## src/rtl/serial_adder.sv

```systemverilog
`default_nettype none
// +--------------------------------------------------------------------------+
// | serial_adder : bit-serial WIDTH-bit unsigned adder, LSB first, one bit   |
// |                per clock through a half_adder-based full-adder slice.    |
// | Revision     : 1.0                                                        |
// +--------------------------------------------------------------------------+

module half_adder (
  input  logic a,
  input  logic b,
  output logic s,
  output logic c
);
  assign s = a ^ b;
  assign c = a & b;
endmodule

module serial_adder #(
  parameter int WIDTH = 4
) (
  input  logic             clk,
  input  logic             reset,
  input  logic             start,
  input  logic [WIDTH-1:0] a_in,
  input  logic [WIDTH-1:0] b_in,
  output logic             busy,
  output logic             done,
  output logic [WIDTH-1:0] sum,
  output logic             cout
);

  localparam int CW = $clog2(WIDTH);
  localparam logic [CW-1:0] LAST = CW'(WIDTH - 1);

  typedef enum logic [1:0] {
    IDLE = 2'b00,
    RUN  = 2'b01,
    DONE = 2'b10
  } state_t;

  state_t           state;
  state_t           state_next;
  logic [WIDTH-1:0] a_sr;
  logic [WIDTH-1:0] b_sr;
  logic             carry;
  logic [CW-1:0]    count;

  logic p_bit;
  logic g0_bit;
  logic g1_bit;
  logic s_bit;
  logic c_bit;

  // Full-adder slice: propagate/generate from the operands, then fold in carry.
  half_adder u_ha0 (.a(a_sr[0]), .b(b_sr[0]), .s(p_bit), .c(g0_bit));
  half_adder u_ha1 (.a(p_bit),   .b(carry),   .s(s_bit), .c(g1_bit));
  assign c_bit = g0_bit | g1_bit;

  always_ff @(posedge clk) begin
    if (reset) begin
      state <= IDLE;
    end else begin
      state <= state_next;
    end
  end

  always_comb begin
    state_next = state;
    case (state)
      IDLE:    if (start) state_next = RUN;
      RUN:     if (count == LAST) state_next = DONE;
      DONE:    state_next = IDLE;
      default: state_next = IDLE;
    endcase
  end

  always_ff @(posedge clk) begin
    if (reset) begin
      a_sr  <= '0;
      b_sr  <= '0;
      carry <= 1'b0;
      count <= '0;
      sum   <= '0;
      cout  <= 1'b0;
    end else begin
      case (state)
        IDLE: begin
          if (start) begin
            a_sr  <= a_in;
            b_sr  <= b_in;
            carry <= 1'b0;
            count <= '0;
          end
        end
        RUN: begin
          sum   <= {s_bit, sum[WIDTH-1:1]};
          carry <= c_bit;
          a_sr  <= {1'b0, a_sr[WIDTH-1:1]};
          b_sr  <= {1'b0, b_sr[WIDTH-1:1]};
          count <= count + 1'b1;
          if (count == LAST) cout <= c_bit;
        end
        default: ;
      endcase
    end
  end

  assign busy = (state != IDLE);
  assign done = (state == DONE);

endmodule
`default_nettype wire

```

## config.mk

```make
export PLATFORM = sky130hd
export DESIGN_NAME = serial_adder
export DESIGN_NICKNAME = d
export VERILOG_FILES = /design/src/rtl/serial_adder.sv
export SDC_FILE = /design/constraint.sdc
export NUM_CORES = 1
export LEC_CHECK = 0
export CAP_MARGIN = 20
export CORE_MARGIN = 2
export CORE_UTILIZATION = 43
export DETAILED_ROUTE_END_ITERATION = 10
export PLACE_DENSITY = 0.73
export SYNTH_ARGS = -nofsm -noshare
export SYNTH_HDL_FRONTEND = slang
export SYNTH_SLANG_ARGS = --single-unit
```

## constraint.sdc

```tcl
create_clock -name clk -period 1.09 [get_ports clk]
set_input_delay 0.109 -clock clk [delete_from_list [all_inputs] [get_ports clk]]
set_output_delay 0.109 -clock clk [all_outputs]
set_load 0.005 [all_outputs]
```

## Yosys cells after proc, flatten, opt, wreduce, memory -nomap -nowiden

Index checks and enable logic that the tools add are counted.

| storage, ports and cells | value |
|---|---|
| register bits | 18 |
| input bits | 11 |
| output and inout port bits | 7 |

| cells by class | value |
|---|---|
| bitwise gates (word level) | 5 |
| reduce and logical (&&, ||, !) cells | 6 |
| add/subtract/negate cells | 1 |
| mux-type cells | 11 |
| equality and inequality tests | 5 |

Operator list:

| operator | count |
|---|---|
| 4-bit case mux with 2 select lines | 2 |
| 4-bit two-way mux | 2 |
| 2-bit case mux with 2 select lines | 2 |
| 2-bit two-way mux | 3 |
| 2-bit AND reduction | 3 |
| 2-bit == test, second input constant | 2 |
| 2-bit inequality test, second input constant | 2 |
| 2-bit nonzero test | 2 |
| 2-bit by 1-bit adder with 2-bit output, second input constant | 1 |
| 1-bit bitwise AND | 2 |
| 2-bit by 1-bit == test with 1-bit output, second input constant | 1 |
| 2-bit zero test | 1 |
| 1-bit case mux with 2 select lines | 1 |
| 1-bit bitwise XOR | 2 |
| 1-bit two-way mux | 1 |
| 1-bit bitwise OR | 1 |

## Logic depth before layout (Yosys ltp)

| logic depth | value |
|---|---|
| depth in word-level cells | 4 |
| gate-level depth with buffers | 5 |

## Cells and area by module

Synthesis repeated with hierarchy kept, for this count alone.

| unflattened totals | value |
|---|---|
| cell total of the unflattened synthesis | 89 |
| area total of the unflattened synthesis | 757.0 um^2 |

By module, submodules not included:

| module | times used | area each (um^2) | cells each | seq. area each (um^2) |
|---|---|---|---|---|
| serial_adder | 1 | 732.0 | 87 | 360.3 |
| half_adder | 2 | 12.5 | 1 | 0.0 |

## Worst setup path after synthesis

Ideal clock, no wire load.

| timing | value |
|---|---|
| path kind | reg2reg |
| from | reg carry |
| to | reg carry |
| slack | 33 ps |
| clock period less this slack | 1057 ps |
| data arrival time | 940 ps |
| cell stages (with the launch flop) | 4 |
| data required time | 973 ps |
| path buffers | 0 |
| cells stage by stage | dfxtp_1 -> fa_1 -> a22oi_1 -> nor2_1 |

| between the ends | value |
|---|---|
| longest elaborated chain between the ends | 3 |

Ends and longest elaborated chain:

| element | RTL line | text |
|---|---|---|
| start, declared | 45 | `logic carry;` |
| start signal, assigned | 97 | `carry <= c_bit;` |
| 1-bit bitwise AND | 15 | `assign c = a & b;` |
| 1-bit bitwise OR | 57 | `assign c_bit = g0_bit \| g1_bit;` |
| named net c_bit | 52 | `logic c_bit;` |
| 1-bit case mux with 2 select lines | 86 | `case (state)` |

The timed path passes the listed nets, and every way through them passes these cells.
A chain may end at the register's enable or synchronous reset.

## Worst setup path after layout

| timing | value |
|---|---|
| from | reg carry |
| to | reg sum[3] |

| between the ends | value |
|---|---|
| longest elaborated chain between the ends | 1 |

Ends and longest elaborated chain:

| element | RTL line | text |
|---|---|---|
| 1-bit bitwise XOR | 14 | `assign s = a ^ b;` |
| named net s_bit | 51 | `logic s_bit;` |
| end signal, assigned | 96 | `sum <= {s_bit, sum[WIDTH-1:1]};` |
| end, declared | 28 | `output logic [WIDTH-1:0] sum,` |

The timed path passes the listed nets, and every way through them passes these cells.

==> run_results.csv <==
group,metric,value,unit
placed_design,dp.cells,132,
outcome,violations,"setup timing",
timing,rsz0062_at_grt,"true",
yosys,synth_xor_xnor_area_share,0,%
pwr,ir_drop,0.000644,V
detailed_routing,vias_per_cell,5.06,
yosys,synthAdderAreaFrac,4.07,%
grt,globalRouteMet3Util,3.46,%
detailed_routing,first_iter_violations,9,
grt,use_met1,20.8,%
floorplan,core_area,1750,um2
final_layout,synthToLayoutAreaGrowth,41.6,%
pwr,switching_share,24.9,%
yosys,syn_nets,100,
cts,cts.path.max_buffers,2,
timing,slew_viol_final,0,
cts,insertion_delay,0.29,ns
critical_path,r2r_slack,-0.05,ns
timing,relSlewSlack,77.2,%
final_layout,fin_nets,126,
grt,antenna_found_initial,0,
critical_path,cp-endpoint,"sum[3]$_SDFFE_PP0P_",
timing,hold_viol_final,0,
floorplan,die_area,2220,um2
final_layout,diodes,0,
timing,tightest_slew,0.339,ns
critical_path,cp-end-kind,"flip-flop",
grt,grt_max_degree,14,
critical_path,r2r_start,"carry$_SDFFE_PP0P_",
grt,grt_pass1_vias,614,
cts,cts_buffers,3,
timing,setup_slack,-0.0459,ns
cts,clkSinkCount,18,
yosys,ys_seq_elements,18,
yosys,syn_inst,87,
timing,skew,0.000442,ns
final_layout,seqCellArea,374,um2
pwr,p_int,1.04,mW
yosys,ys_seq_area_share,45.1,%
detailed_routing,vias,693,
final_layout,mostFrequentLayoutCells,"nand2_1, clkdlybuf4s50_1, nor2_1, dfxtp_1",
critical_path,criticalPathCategory,"flip-flop to flip-flop",
worst_hold_path,hold_path_class,"input pin to flip-flop",
critical_path,crit_fanout,2,
placed_design,place.gp.congestion,0.755,
timing,tns,-0.0864,ns
detailed_routing,drc,0,
yosys,synthMuxAreaShare,0,%
floorplan,pin_count,18,
grt,grt_usage,16.9,%
cts,holdBufCountCts,0,
yosys,yosysUniqueCellTypes,27,
critical_path,worstPathRequired,1.32,ns
yosys,yosysTopAreaCellShare,45.1,%
final_layout,final_cells,137,
yosys,avgSynthCellArea,9.19,um2
pwr,powerDensity,1220,nW/um2
grt,top_usage_layer,"met2",
timing,post-route-period-util,104,%
floorplan,die_h,47.1,um
grt,grt_pass1_wl,2550,um
final_layout,multiInputGateArea,423,um2
yosys,synthTopCellsByArea,"dfxtp_1, a21oi_1, nand2_1",
pwr,seqPwrFrac,52.5,%
worst_hold_path,hold-path-cell-count,3,
cts,h-tree-depth,1,
detailed_routing,postRouteAntennaNets,0,
critical_path,crit_arrival,1.36,ns
cts,cts_tree,"built",
pwr,total_power,1.39,mW
yosys,yosysTopAreaCell,"dfxtp_1",
pwr,p_leak,0.462,nW
yosys,yosysWarningCount,0,
timing,fmax,880,MHz
detailed_routing,firstDrtPassIters,4,
final_layout,layout-drive-gt1-share,38.4,%
detailed_routing,wl,1630,um
cts,clk_pin_slew,0.10,ns
critical_path,cp-start-kind,"flip-flop",
flow_run,cap_violations,0,
critical_path,r2r-end,"sum[3]$_SDFFE_PP0P_",
floorplan,initial_core_util,45.8,%
cts,root_buffer,"clkbuf_4",
timing,min_period,1.14,ns
critical_path,critPathLaunch,"carry$_SDFFE_PP0P_",
detailed_routing,routedWlPerCell,11.9,um
timing,finalSetupViolCount,4,
timing,hold_ws,0.440,ns
critical_path,reg2regPathDepth,3,
placed_design,hpwl,1190,um
yosys,synth-compound-area-share,23.9,%
pwr,comb_power_share,18.2,%
floorplan,rows,15,
pwr,p_switching,346,uW
floorplan,die_w,47.1,um
yosys,synthSimpleGateAreaFrac,18.8,%
yosys,synthesis.area,800,um2
outcome,status,"complete, but fails checks",
yosys,synth_top_family_by_area,"compound AO/OA/AOI/OAI gates",
pwr,clkPwrFrac,29.3,%
final_layout,fillers,166,
grt,overflow,0,
placed_design,numPortBuffers,17,
grt,use_met2,26.3,%
[power by group through the flow]
stage,registers [mW],clock network (mW),logic [mW]
2_1_floorplan,0.733,0,0.143
3_3_place_gp,0.744,0,0.223
3_5_place_dp,0.745,0,0.226
4_1_cts,0.726,0.415,0.234
5_1_grt,0.734,0.459,0.276
6_report,0.728,0.407,0.252
[Yosys cell counts (all sizes together)]
| cell type | number |
|---|---|
| a2111oi | 1 |
| a211oi | 3 |
| a21oi | 9 |
| a22oi | 4 |
| buf | 5 |
| clkbuf | 1 |
| dfxtp | 18 |
| fa | 1 |
| ha | 1 |
| inv | 5 |
| nand2 | 10 |
| nand2b | 2 |
| nand3 | 2 |
| nand3b | 1 |
| nor2 | 10 |
| nor2b | 2 |
| nor3 | 2 |
| nor3b | 1 |
| o21bai | 1 |
| o221a | 3 |
| o22ai | 5 |
[state kept, by name (all words and copies together), names as in the netlist]
signal	cells
carry	1
b_sr	4
count	2
state	2
cout	1
sum	4
a_sr	4
[cell families after synthesis]
family / after synthesis
simple gates: 30
compound gates: 26
flops: 18
buf+inv: 11
fa+ha+maj: 2
[per-layer routing]
metal  vias to the layer above  wire length, um
li1                        356                -
met1                       315              756
met2                        18              766
met3                         4               68
met4                         0               37
met5                         -                0
[layout make-up]
| type | instances | share of cell area [%] |
|---|---|---|
| multi-input combinational | 58 | 37.3 |
| tap | 25 | 2.76 |
| inverter | 5 | 1.66 |
| timing repair buffer | 27 | 22.0 |
| sequential | 18 | 33.0 |
| clock buffer | 4 | 3.20 |
[worst min-delay path by stage]
stage,to,slack [ns],from
after floorplan,a_sr[3]$_SDFFE_PP0P_,0.26,a_in[3]
after global placement,sum[0]$_SDFFE_PP0P_,0.44,sum[0]$_SDFFE_PP0P_
after detailed placement,cout$_SDFFE_PP0P_,0.45,cout$_SDFFE_PP0P_
after CTS,a_sr[3]$_SDFFE_PP0P_,0.44,a_in[3]
after global routing,b_sr[3]$_SDFFE_PP0P_,0.44,b_in[3]
final,b_sr[3]$_SDFFE_PP0P_,0.44,b_in[3]
[stage by stage]
step,utilization [%],area (um2),worst slack [ns]
floorplan,-,800,0.0326
global placement,59.3,1030,-0.217
detailed placement,59.3,1030,-0.251
CTS,62.7,1090,-0.0510
global route,64.9,1130,-0.0998
finish,64.9,1130,-0.0459
[critical path, stage by stage (launching register included)]
cell and delay, ns:
dfxtp_2 0.34, fa_2 0.56, nand2_1 0.05, a21oi_1 0.12
[what timing repair did]
| item | 4_1_cts | 5_1_grt |
|---|---|---|
| hold endpoints to repair | 0 | 0 |
| pin swaps | 4 | 3 |
| gates resized for setup | 25 | 10 |
| endpoints found under the setup margin | 18 | 16 |
| buffers inserted | 2 | 0 |
Note: power is estimated with default switching activity, not from simulation.
